File: config.mk
export PLATFORM = sky130hd
export DESIGN_NAME = costas_sign_slicer_flat
export DESIGN_NICKNAME = d
export VERILOG_FILES = /design/src/rtl/costas_sign_slicer_pkg.sv /design/src/rtl/costas_sign_slicer_if.sv /design/src/rtl/costas_sign_slicer_hold_timer.sv /design/src/rtl/costas_sign_slicer.sv /design/src/flat_wrapper.sv
export SDC_FILE = /design/constraint.sdc
export NUM_CORES = 1
export LEC_CHECK = 0
export ABC_AREA = 1
export ABC_CLOCK_PERIOD_IN_PS = 3150
export CORE_UTILIZATION = 56
export CTS_BUF_LIST = sky130_fd_sc_hd__clkbuf_16
export DETAILED_ROUTE_END_ITERATION = 7
export GPL_TIMING_DRIVEN = 1
export PLACE_DENSITY_LB_ADDON = 0.2
export SLEW_MARGIN = 15
export SYNTH_ARGS = -nofsm -noshare
export SYNTH_HDL_FRONTEND = slang
export SYNTH_SLANG_ARGS = --single-unit
export TNS_END_PERCENT = 5
File: constraint.sdc
create_clock -name clk -period 3.15 [get_ports clk]
set_input_delay 0.945 -clock clk [delete_from_list [all_inputs] [get_ports clk]]
set_output_delay 0.945 -clock clk [all_outputs]
set_load 0.02 [all_outputs]
File: src/rtl/costas_sign_slicer_pkg.sv
// Shared constants and sample type for the Costas loop hard-decision slicer.
package costas_pkg;

    localparam int COSTAS_DATA_W  = 14;
    localparam int COSTAS_MID_DEF = 5000;

    typedef logic [COSTAS_DATA_W-1:0] costas_sample_t;

endpackage : costas_pkg

File: src/rtl/costas_sign_slicer_if.sv
// Sample-in / decision-out stream bundle of the sign slicer (no backpressure).
interface costas_sign_slicer_if
    import costas_pkg::*;
#(
    parameter int DATA_W = COSTAS_DATA_W,
    parameter int N_CH   = 2
) ();

    logic                     in_valid;
    logic [N_CH*DATA_W-1:0]   in_data;
    logic                     out_valid;
    logic [N_CH-1:0]          out_bits;
    logic [N_CH-1:0]          out_toggle;

    modport master (
        output in_valid, in_data,
        input  out_valid, out_bits, out_toggle
    );

    modport slave (
        input  in_valid, in_data,
        output out_valid, out_bits, out_toggle
    );

endinterface : costas_sign_slicer_if

File: src/rtl/costas_sign_slicer_hold_timer.sv
// Inversion window timer: flip_req (re)loads HOLD_LEN, then counts down to 0.
module sign_hold_timer #(
    parameter int HOLD_LEN = 12
) (
    input  logic clk,
    input  logic rst,
    input  logic flip_req,
    output logic active
);

    // A zero-length window still needs a 1-bit counter; it simply never leaves 0.
    localparam int CNT_W = (HOLD_LEN == 0) ? 1 : $clog2(HOLD_LEN + 1);

    logic [CNT_W-1:0] hold_cnt;

    // NOTE: registers use non-blocking assignments so every flop samples pre-edge values.
    always_ff @(posedge clk or negedge rst) begin
        if (!rst) begin
            hold_cnt <= '0;
        end else if (flip_req) begin
            hold_cnt <= CNT_W'(HOLD_LEN);
        end else if (hold_cnt != '0) begin
            hold_cnt <= hold_cnt - 1'b1;
        end
    end

    // Derived from the register only, so reset closes the window asynchronously.
    assign active = (hold_cnt != '0);

endmodule : sign_hold_timer

File: src/rtl/costas_sign_slicer.sv
// Multi-channel offset-binary hard-decision slicer with runtime midpoint,
// optional hysteresis deadband and a timed decision-inversion window.
module costas_sign_slicer
    import costas_pkg::*;
#(
    parameter int DATA_W   = COSTAS_DATA_W,
    parameter int N_CH     = 2,
    parameter int HOLD_LEN = 12,
    parameter int HYST     = 0,
    parameter int MID_RST  = COSTAS_MID_DEF
) (
    input  logic                clk,
    input  logic                rst,
    input  logic                cfg_mid_we,
    input  logic [DATA_W-1:0]   cfg_mid,
    input  logic                flip_req,
    costas_sign_slicer_if.slave bus,
    output logic                invert_active
);

    localparam logic [DATA_W:0]   HYST_X = (DATA_W + 1)'(HYST);
    localparam logic [DATA_W:0]   LIMIT  = {1'b0, {DATA_W{1'b1}}};
    localparam logic [DATA_W-1:0] MID_R  = DATA_W'(MID_RST);

    logic [DATA_W-1:0] mid;
    logic [DATA_W:0]   hi_sum;
    logic [DATA_W-1:0] hi;
    logic [DATA_W-1:0] lo;
    logic [N_CH-1:0]   raw_vec;
    logic [N_CH-1:0]   dec_vec;

    sign_hold_timer #(
        .HOLD_LEN (HOLD_LEN)
    ) u_hold_timer (
        .clk      (clk),
        .rst      (rst),
        .flip_req (flip_req),
        .active   (invert_active)
    );

    // Deadband edges in DATA_W+1 bits, clamped to the sample range.
    assign hi_sum = {1'b0, mid} + HYST_X;
    assign hi     = (hi_sum > LIMIT) ? LIMIT[DATA_W-1:0] : hi_sum[DATA_W-1:0];
    assign lo     = ({1'b0, mid} < HYST_X) ? '0 : (mid - HYST_X[DATA_W-1:0]);

    for (genvar c = 0; c < N_CH; c++) begin : g_ch
        logic [DATA_W-1:0] x;
        logic              raw;
        logic              dec;

        assign x = bus.in_data[c*DATA_W +: DATA_W];

        // NOTE: every path assigns raw, so this stays combinational (no latch).
        always_comb begin
            raw = dec;
            if (x >= hi) begin
                raw = 1'b1;
            end else if (x < lo) begin
                raw = 1'b0;
            end
        end

        always_ff @(posedge clk or negedge rst) begin
            if (!rst) begin
                dec <= 1'b0;
            end else if (bus.in_valid) begin
                dec <= raw;
            end
        end

        assign raw_vec[c] = raw;
        assign dec_vec[c] = dec;
    end

    // Samples see the pre-edge midpoint and inversion state; updates land next cycle.
    always_ff @(posedge clk or negedge rst) begin
        if (!rst) begin
            mid            <= MID_R;
            bus.out_valid  <= 1'b0;
            bus.out_bits   <= '0;
            bus.out_toggle <= '0;
        end else begin
            if (cfg_mid_we) begin
                mid <= cfg_mid;
            end
            bus.out_valid <= bus.in_valid;
            if (bus.in_valid) begin
                bus.out_bits   <= raw_vec ^ {N_CH{invert_active}};
                bus.out_toggle <= raw_vec ^ dec_vec;
            end
        end
    end

endmodule : costas_sign_slicer

File: src/flat_wrapper.sv
// flat-port wrapper written by rule: the top's interface ports become plain ports
module costas_sign_slicer_flat import costas_pkg::*;
#(
    parameter int DATA_W   = COSTAS_DATA_W,
    parameter int N_CH     = 2,
    parameter int HOLD_LEN = 12,
    parameter int HYST     = 0,
    parameter int MID_RST  = COSTAS_MID_DEF
)
  (clk, rst, cfg_mid_we, cfg_mid, flip_req, invert_active, bus_in_valid, bus_in_data, bus_out_valid, bus_out_bits, bus_out_toggle);
  costas_sign_slicer_if #(.DATA_W(DATA_W), .N_CH(N_CH)) bus_i ();
  input  logic clk;
  input  logic rst;
  input  logic cfg_mid_we;
  input  logic [DATA_W-1:0] cfg_mid;
  input  logic flip_req;
  output logic invert_active;
  input wire logic [$bits(bus_i.in_valid)-1:0] bus_in_valid;
  input wire logic [$bits(bus_i.in_data)-1:0] bus_in_data;
  output wire logic [$bits(bus_i.out_valid)-1:0] bus_out_valid;
  output wire logic [$bits(bus_i.out_bits)-1:0] bus_out_bits;
  output wire logic [$bits(bus_i.out_toggle)-1:0] bus_out_toggle;
  assign bus_i.in_valid = bus_in_valid;
  assign bus_i.in_data = bus_in_data;
  assign bus_out_valid = bus_i.out_valid;
  assign bus_out_bits = bus_i.out_bits;
  assign bus_out_toggle = bus_i.out_toggle;
  costas_sign_slicer #(.DATA_W(DATA_W), .N_CH(N_CH), .HOLD_LEN(HOLD_LEN), .HYST(HYST), .MID_RST(MID_RST)) u_core (.clk(clk), .rst(rst), .cfg_mid_we(cfg_mid_we), .cfg_mid(cfg_mid), .flip_req(flip_req), .bus(bus_i), .invert_active(invert_active));
endmodule
==> impl_metrics.yaml, run 1 <==
synth:
  yosys_warnings: 0
  synth_ff_type: "dfrtp_1"
  synthArstFlopShare_pct: 100.0
  yosys-top-cells-count: "105 x nand2_1, 66 x inv_1, 49 x ha_1"
  yosys_register_bits: 25
  synth_top_area_cell: "ha_1"
  synthesis.nets: 454
  synth_cell_type_count: 23
  synth_area_mm2: 0.002496
  synth_edf_count: 0
  avgSynthCellArea_um2: 6.972
  synthCells: 358
  synth_top_area_share_pct: 24.56
  yosysMostFrequentCell: "nand2_1"
  synth.area.top_cells: "ha_1 25%, dfrtp_1 20%, nand2_1 16%, inv_1 9.9%, dfstp_2 5.3%"
  yosysSeqAreaShare_pct: 25.31
critical_path:
  arrival_ns: 2.03
  r2r_slack_ns: 1.23
  crit_fanout: 6
  cp.required_ns: 2.20
  worst_setup_path_end_kind: "output port"
  critical_path_class: "flip-flop to output port"
  r2r_cells: 13
  reg2reg_to: "u_core.bus.out_bits[0]$_DFFE_PN0P_"
  r2r-start: "u_core.mid[12]$_DFFE_PN1P_"
  critPathLaunchType: "flip-flop"
cells_and_area:
  fin_area_mm2: 0.003157
  area_growth_pct: 26.47
  diodes: 0
  fillers: 340
  drive_gt1_share_pct: 6.569
  finalNetCount: 508
detailed_routing:
  via_count: 2426
  ant_nets: 0
  routed_wl_um: 5945
  drt_iter0_drc: 115
  drtPass1Iterations: 4
  drc: 0
  vias_per_cell: 5.262
  wl_per_cell_um: 12.90
sta:
  fin_crit_sh_pct: 94.49
  min_period_ns: 2.976
  fin_worst_skew_ns: 0.003694
  tns_ns: 0
  worst_slew_pin_slew_ns: 0.9096
  slew_viol_final: 0
  rsz0062_at_grt: "no"
  hold_viol_final: 0
  relSlewSlack_pct: 39.17
  fmax_mhz: 336.0
  finalSetupViolations: 0
pwr:
  p_int_mw: 0.7472
  p_clk_share_pct: 25.9
  p_leak_nw: 1.672
  vdd_drop_max_uv: 255.2
  netSwitchingFraction_pct: 36.10
  p_sw_mw: 0.4220
  combinationalPowerShare_pct: 40.2
  power_density_mw_per_mm2: 370.4
  seq_power_share_pct: 33.9
die:
  fp.dieW_um: 68.77
  start_util_pct: 60.24
  core_mm2: 0.004144
  die_y_um: 68.77
  num_io_pins: 53
  placementRows: 23
  dieArea_mm2: 0.004729
clocking:
  cts_tree: "done"
  clk_path_buf_depth: 2
  post-cts-setup-buffers: 0
  root_buffer: "clkbuf_16"
  insertion_delay_ns: 0.27
  cts_max_level: 1
  clock-sinks: 25
  clk_pin_slew_ns: 0.07
  postCtsHoldBufs: 0
  cts_made_buffers: 3
place:
  place_hpwl_um: 4778
  placed_cell_area_mm2: 0.003072
  gp_congestion: 0.8664
  io_buffers: 52
grt:
  top_usage_layer: "met2"
  grt_max_degree: 29
  antenna_found_initial: 0
  grt_use_total_pct: 27.89
  grt_pass1_vias: 2356
  grt_pass1_wl_um: 9791
  grt_use_met2_pct: 48.90
  met1_usage_pct: 33.20
  use_met3_pct: 5.428
  gr-total-overflow: 0
min_path:
  hold_class: "flip-flop to flip-flop"
  hold_end: "u_core.bus.out_bits[1]$_DFFE_PN0P_"
  worstHoldStart: "u_core.bus.out_bits[1]$_DFFE_PN0P_"
  hold_depth: 2
job:
  cap_violations: 0
status:
  outcome: "completed"
-- per-stage QoR --
stage | setup slack, ns | cells | total power [mW] | utilization (%) | hold WS, ns
2_1_floorplan | 1.016 | 358 | 0.6848 | - | 0.4523
6_report | 0.1736 | 461 | 1.169 | 76.18 | 0.4898
3_5_place_dp | 0.3406 | 457 | 0.8655 | 74.12 | 0.4647
4_1_cts | 0.05180 | 461 | 1.172 | 76.12 | 0.4947
3_3_place_gp | 0.3744 | 457 | 0.8482 | 74.12 | 0.4696
5_1_grt | 0.03096 | 461 | 1.260 | 76.18 | 0.4985
-- cell type report --
class                      instances  area [µm²]  area share (%)
clock buffer                       3       75.07           2.378
timing repair buffer              53       528.0           16.73
sequential                        25       631.9           20.02
clock inverter                     1       7.507          0.2378
inverter                          69       259.0           8.204
multi-input combinational        260        1593           50.46
tap                               50       62.56           1.982
-- cells in the final DEF, fill, tap and decap left out --
cell / netlist / routed
nand2_1: 105 / 105
inv_1: 66 / 66
clkdlybuf4s50_1: 0 / 52
ha_1: 49 / 49
dfrtp_1: 20 / 20
o21ai_0: 19 / 19
nor2_1: 18 / 17
a21oi_1: 15 / 15
nand3_1: 14 / 14
nand4_1: 6 / 6
o21bai_1: 6 / 6
nor3_1: 6 / 6
nand2_2: 5 / 5
dfstp_2: 5 / 5
nor2_2: 3 / 4
nand3b_1: 4 / 4
inv_2: 3 / 3
a21oi_2: 3 / 3
clkbuf_16: 0 / 3
a21o_1: 2 / 2
o31ai_1: 2 / 2
nor3_2: 1 / 1
nand3_2: 1 / 1
a31oi_1: 1 / 1
clkinvlp_4: 0 / 1
buf_4: 0 / 1
-- power groups by stage --
stage               logic (mW)  registers, mW  clock network [mW]
floorplan                0.276          0.409                   0
global placement         0.449          0.399                   0
detailed placement       0.466          0.399                   0
CTS                      0.471          0.395               0.306
global route             0.535          0.400               0.324
finish                   0.470          0.396               0.303
-- worst max path at each step --
| stage | to | slack [ns] | startpoint |
|---|---|---|---|
| after floorplan | invert_active | 1.02 | u_core.u_hold_timer.hold_cnt[0]$_DFFE_PN0P_ |
| after global placement | invert_active | 0.37 | u_core.u_hold_timer.hold_cnt[0]$_DFFE_PN0P_ |
| after detailed placement | invert_active | 0.34 | u_core.u_hold_timer.hold_cnt[0]$_DFFE_PN0P_ |
| after CTS | invert_active | 0.05 | u_core.u_hold_timer.hold_cnt[0]$_DFFE_PN0P_ |
| after global routing | invert_active | 0.03 | u_core.u_hold_timer.hold_cnt[0]$_DFFE_PN0P_ |
| final | invert_active | 0.17 | u_core.u_hold_timer.hold_cnt[0]$_DFFE_PN0P_ |
-- critical path, cell delays in order (launching register included) --
cell and delay [ns]:
dfrtp_1 0.36, inv_1 0.10, ha_1 0.15, inv_1 0.04, nor2_1 0.13, inv_1 0.09
nor2_2 0.21, inv_1 0.13, clkdlybuf4s50_1 0.55
-- cell families after synthesis --
| kind of cell | after synthesis | share of synthesized area, % |
|---|---|---|
| adders and majority gates | 49 | 24.56 |
| buffers and inverters | 73 | 10.98 |
| DFF | 25 | 25.31 |
| AOI/OAI and AO/OA | 48 | 11.13 |
| and+or+nand+nor | 163 | 28.02 |
-- flip-flops by register name, indices dropped and copies added, names as in the netlist --
register / count
u_core.mid: 14
u_core.u_hold_timer.hold_cnt: 4
u_core.bus.out_bits: 2
u_core.bus.out_toggle: 2
u_core.g_ch.dec: 2
u_core.bus.out_valid: 1
-- routing by layer --
| layer | wire length [µm] | vias up |
|---|---|---|
| li1 | - | 1252 |
| met1 | 2740 | 1106 |
| met2 | 2782 | 54 |
| met3 | 293 | 14 |
| met4 | 129 | 0 |
| met5 | 0 | - |
-- what timing repair did --
item / 4_1_cts / 5_1_grt
endpoints found under the setup margin: 0 / 1
resized for setup: 0 / 1
endpoints found under the hold margin: 0 / 0
(Power assumes the default switching activity.)
==> run 2, diff against run 1 <==
--- a/config.mk
+++ b/config.mk
@@ -12,6 +12,7 @@
 export DETAILED_ROUTE_END_ITERATION = 7
 export GPL_TIMING_DRIVEN = 1
 export PLACE_DENSITY_LB_ADDON = 0.2
+export SETUP_SLACK_MARGIN = 0.2
 export SLEW_MARGIN = 15
 export SYNTH_ARGS = -nofsm -noshare
 export SYNTH_HDL_FRONTEND = slang
==> run 2 against run 1 <==
Non-clock buffer count did not move. Clock skew stayed put. Global-route usage hardly changed. Register-to-register slack barely moved. Via count is the same. Total power barely moved. Setup slack better by 0.22 ns. Critical endpoint unchanged. First-iteration DRC count did not move. Combinational power is essentially flat. Hold slack stayed put. Sequential cell count is the same.
==> impl_metrics.yaml, run 2 (synthesized netlist as in run 1, its figures left out) <==
min_path:
  hold_class: "flip-flop to flip-flop"
  worstHoldStart: "u_core.bus.out_bits[1]$_DFFE_PN0P_"
  hold_end: "u_core.bus.out_bits[1]$_DFFE_PN0P_"
  hold_depth: 2
detailed_routing:
  drc: 0
  via_count: 2426
  ant_nets: 0
  vias_per_cell: 5.262
  drtPass1Iterations: 4
  drt_iter0_drc: 115
  routed_wl_um: 5946
  wl_per_cell_um: 12.90
grt:
  gr-total-overflow: 0
  grt_use_total_pct: 27.93
  grt_max_degree: 29
  grt_pass1_vias: 2364
  grt_pass1_wl_um: 9804
  antenna_found_initial: 0
sta:
  worst_slew_pin_slew_ns: 0.9096
  fmax_mhz: 362.4
  min_period_ns: 2.759
  rsz0062_at_grt: "no"
  fin_worst_skew_ns: 0.003694
  relSlewSlack_pct: 39.17
  finalSetupViolations: 0
  slew_viol_final: 0
  fin_crit_sh_pct: 87.59
  hold_viol_final: 0
  tns_ns: 0
cells_and_area:
  final_common_cell: "nand2_1"
  final_cell_mix: "105 x nand2_1, 66 x inv_1, 51 x clkdlybuf4s50_1"
  diodes: 0
  reg_top3: "u_core.mid: 14 flops, u_core.u_hold_timer.hold_cnt: 4 flops"
  finalNetCount: 508
  fin_area_mm2: 0.003156
  largest_reg_flops: 14
  drive_gt1_share_pct: 6.569
  area_growth_pct: 26.42
  regMostFlops: "u_core.mid"
  fillers: 340
clocking:
  insertion_delay_ns: 0.27
  clock-sinks: 25
  root_buffer: "clkbuf_16"
  cts_tree: "done"
  cts_max_level: 1
  cts_made_buffers: 3
  postCtsHoldBufs: 0
  clk_path_buf_depth: 2
  clk_pin_slew_ns: 0.07
place:
  place_hpwl_um: 4778
  placed_cell_area_mm2: 0.003072
  io_buffers: 52
  gp_congestion: 0.8664
pwr:
  seq_power_share_pct: 33.9
  p_leak_nw: 1.669
  p_sw_mw: 0.4220
  netSwitchingFraction_pct: 36.10
  combinationalPowerShare_pct: 40.2
  p_clk_share_pct: 25.9
  p_int_mw: 0.7469
  vdd_drop_max_uv: 255.2
  power_density_mw_per_mm2: 370.4
critical_path:
  critical_path_class: "flip-flop to output port"
  crit_fanout: 6
  critPathLaunchType: "flip-flop"
  crit_slowest_cell: "dfrtp_1"
  cp.required_ns: 2.20
  r2r_slack_ns: 1.23
  r2r_cells: 13
  worst_path_most_repeated_cell: "inv_1"
  reg2reg_to: "u_core.bus.out_bits[0]$_DFFE_PN0P_"
  r2r-start: "u_core.mid[12]$_DFFE_PN1P_"
  worst_setup_path_end_kind: "output port"
  arrival_ns: 1.81
  cpPeakStageDelay_ns: 0.36
  critical_path.cell_chain: "inv_1, ha_1, inv_1, nor2_1, inv_1, nor2_2, inv_1, dlygate4sd2_1"
die:
  fp.dieW_um: 68.77
  dieArea_mm2: 0.004729
  start_util_pct: 60.24
  die_y_um: 68.77
  num_io_pins: 53
  core_mm2: 0.004144
  placementRows: 23
status:
  outcome: "completed"
job:
  cap_violations: 0
==> run 2: worst max path at each step <==
stage                                                      startpoint             to  slack [ns]  cells past startpoint
after floorplan           u_core.u_hold_timer.hold_cnt[0]$_DFFE_PN0P_  invert_active        1.02                      7
after global placement    u_core.u_hold_timer.hold_cnt[0]$_DFFE_PN0P_  invert_active        0.37                      8
after detailed placement  u_core.u_hold_timer.hold_cnt[0]$_DFFE_PN0P_  invert_active        0.34                      8
after CTS                 u_core.u_hold_timer.hold_cnt[0]$_DFFE_PN0P_  invert_active        0.38                      8
after global routing      u_core.u_hold_timer.hold_cnt[0]$_DFFE_PN0P_  invert_active        0.25                      8
final                     u_core.u_hold_timer.hold_cnt[0]$_DFFE_PN0P_  invert_active        0.39                      8
==> run 2: critical path, delay by kind of cell (launching register included) <==
family | cells | cell delay, ns
buffers and inverters | 5 | 0.70
flip-flops | 1 | 0.36
AND/OR/NAND/NOR | 2 | 0.34
adder cells (fa/ha/maj) | 1 | 0.15
==> run 2: what timing repair did <==
action,4_1_cts,5_1_grt
gates resized for setup,2,0
endpoints found under the setup margin,1,0
hold endpoints to repair,0,0
buffers inserted,0,0
==> run 2: metrics by stage <==
stage / utilization, % / hold slack [ns] / cells / power (mW) / setup slack [ns]
finish: 76.15 / 0.4898 / 461 / 1.169 / 0.3908
global route: 76.15 / 0.4985 / 461 / 1.260 / 0.2543
CTS: 76.15 / 0.4947 / 461 / 1.173 / 0.3845
detailed placement: 74.12 / 0.4647 / 457 / 0.8655 / 0.3406
global placement: 74.12 / 0.4696 / 457 / 0.8482 / 0.3744
floorplan: - / 0.4523 / 358 / 0.6848 / 1.016
==> run 2: final cells by class <==
| cell class | instances | area [µm²] | area share [%] |
|---|---|---|---|
| timing repair buffer | 53 | 526.8 | 16.69 |
| clock buffer | 3 | 75.07 | 2.379 |
| tap | 50 | 62.56 | 1.983 |
| sequential | 25 | 631.9 | 20.02 |
| clock inverter | 1 | 7.507 | 0.2379 |
| inverter | 69 | 259.0 | 8.208 |
| multi-input combinational | 260 | 1593 | 50.48 |
==> run 2: power by group through the flow <==
| stage | Sequential (mW) | Clock [mW] | Combinational [mW] |
|---|---|---|---|
| after floorplan | 0.409 | 0 | 0.276 |
| final | 0.396 | 0.303 | 0.470 |
| after detailed placement | 0.399 | 0 | 0.466 |
| after CTS | 0.395 | 0.306 | 0.471 |
| after global placement | 0.399 | 0 | 0.449 |
| after global routing | 0.400 | 0.324 | 0.535 |
==> run 2: routing by layer <==
layer / GRT usage (%) / share of wire (%) / vias to the layer above
li1: - / - / 1252
met2: 48.90 / 47 / 54
met5: 0 / 0 / -
met3: 5.428 / 4.9 / 14
met1: 33.20 / 46 / 1106
met4: 11.48 / 2.2 / 0
==> run 3, diff against run 2 <==
==> constraint.sdc (replaced) <==
create_clock -name clk -period 3.15 [get_ports clk]
set_input_delay 0.945 -clock clk [delete_from_list [all_inputs] [get_ports clk]]
set_output_delay 0.945 -clock clk [all_outputs]
set_load 0.01 [all_outputs]
==> run 3 against run 2 <==
Die area stayed put. Maximum frequency is 6.2% higher. Non-clock buffer count is 2 higher. Sequential share of layout area is 0.15 points lower. Total power is 1.0% lower. First-iteration DRC count is 25% lower. Sequential cell count stayed put. Combinational power is 3% lower. Clock power hardly changed. Wire length is 1.6% lower. Sequential power hardly changed. Utilization is 0.57 points higher. Critical endpoint unchanged.
==> impl_metrics.yaml, run 3 (synthesized netlist as in run 1, its figures left out) <==
status:
  outcome: "completed"
grt:
  gr-total-overflow: 0
  grt_pass1_wl_um: 9280
  grt_max_degree: 29
  antenna_found_initial: 0
  grt_pass1_vias: 2224
  grt_use_total_pct: 26.85
cells_and_area:
  reg_top3: "u_core.mid: 14 flops, u_core.u_hold_timer.hold_cnt: 4 flops"
  area_growth_pct: 27.37
  finalNetCount: 510
  regMostFlops: "u_core.mid"
  final_cell_mix: "105 x nand2_1, 66 x inv_1, 51 x clkdlybuf4s50_1"
  drive_gt1_share_pct: 7.022
  diodes: 0
  final_cells: 463
  largest_reg_flops: 14
  final_common_cell: "nand2_1"
  fin_util_pct: 76.72
pwr:
  p_leak_nw: 1.682
  vdd_drop_max_uv: 246.5
  power_density_mw_per_mm2: 363.9
clocking:
  cts_tree: "done"
  clk_pin_slew_ns: 0.07
  root_buffer: "clkbuf_16"
  clock-sinks: 25
  clk_path_buf_depth: 2
  insertion_delay_ns: 0.27
  cts_max_level: 1
  cts_made_buffers: 3
die:
  dieArea_mm2: 0.004729
  start_util_pct: 60.24
  fp.dieW_um: 68.77
  core_mm2: 0.004144
  placementRows: 23
  num_io_pins: 53
  die_y_um: 68.77
job:
  cap_violations: 0
place:
  gp_congestion: 0.8951
  io_buffers: 52
  place_hpwl_um: 4652
  place_inst: 457
sta:
  rsz0062_at_grt: "no"
  fin_worst_skew_ns: 0.004280
  fin_crit_sh_pct: 82.51
  slew_viol_final: 0
  tns_ns: 0
  hold_viol_final: 0
  worst_slew_pin_slew_ns: 0.8712
  fmax_mhz: 384.7
  min_period_ns: 2.599
  finalSetupViolations: 0
  relSlewSlack_pct: 41.74
detailed_routing:
  ant_nets: 0
  drtPass1Iterations: 4
  routed_wl_um: 5850
  drt_iter0_drc: 86
  vias_per_cell: 5.134
  drc: 0
  via_count: 2377
  wl_per_cell_um: 12.63
critical_path:
  critPathLaunchType: "flip-flop"
  critical_path_class: "flip-flop to output port"
  cp-startpoint: "u_core.u_hold_timer.hold_cnt[0]$_DFFE_PN0P_"
  r2r-start: "u_core.mid[12]$_DFFE_PN1P_"
  worst_setup_path_end_kind: "output port"
  cp.required_ns: 2.20
  crit_fanout: 4
  arrival_ns: 1.65
min_path:
  worstHoldStart: "u_core.bus.out_toggle[0]$_DFFE_PN0P_"
  hold_class: "flip-flop to flip-flop"
-- run 3: path summary, 6_finish.rpt --
path	to	slack (ns)	cells after the start
hold / removal	u_core.bus.out_toggle[0]$_DFFE_PN0P_	0.49	2
min in group asynchronous	u_core.mid[2]$_DFFE_PN0P_	1.04	2
hold reg to reg	u_core.bus.out_toggle[0]$_DFFE_PN0P_	0.49	2
setup reg to reg	u_core.bus.out_toggle[0]$_DFFE_PN0P_	1.24	10
max in group asynchronous	u_core.mid[7]$_DFFE_PN1P_	1.80	2
setup / recovery	invert_active	0.55	8
-- run 3: critical path, cell delays in order (launching register included) --
cell,delay [ns]
dfrtp_1,0.36
inv_1,0.10
ha_1,0.16
inv_1,0.05
nor2_1,0.17
inv_1,0.12
nor2_4,0.15
inv_1,0.09
dlymetal6s2s_1,0.18
-- run 3: final cells by class --
type	instances	area, µm²
flip-flops and latches	25	631.9
multi-input cells	260	1598
clock inverters	1	7.507
fillers	326	964.7
well taps	50	62.56
inverters	69	259.0
clock buffers	3	75.07
repair buffers	55	545.5
-- run 3: where the power goes --
| group | leakage, nW | internal (mW) | total, mW | switching, mW |
|---|---|---|---|---|
| clock | 0.0371 | 0.173 | 0.302 | 0.129 |
| sequential | 0.291 | 0.366 | 0.397 | 0.0308 |
| combinational | 1.35 | 0.207 | 0.458 | 0.251 |
-- run 3: repair_timing --
action,CTS,global route
endpoints found under the setup margin,1,1
endpoints found under the hold margin,0,0
hold buffers,0,0
gates resized for setup,1,2
pin swaps,0,1
setup buffers,0,2
-- run 3: stage by stage --
step | hold WS [ns] | cell area [µm²] | total power, mW | worst slack (ns)
global placement | 0.4714 | 3072 | 0.8363 | 0.3970
floorplan | 0.4523 | 2496 | 0.6749 | 1.061
global route | 0.5198 | 3179 | 1.242 | 0.3830
finish | 0.4940 | 3179 | 1.157 | 0.5509
CTS | 0.4923 | 3157 | 1.157 | 0.2245
detailed placement | 0.4732 | 3072 | 0.8507 | 0.3953
-- run 3: per-layer routing --
metal,track usage [%],part of all wire (%),up-vias
li1,-,-,1260
met3,3.289,4.5,10
met4,8.673,1.6,0
met1,33.13,47,1047
met2,48.16,47,60
met5,0,0,-
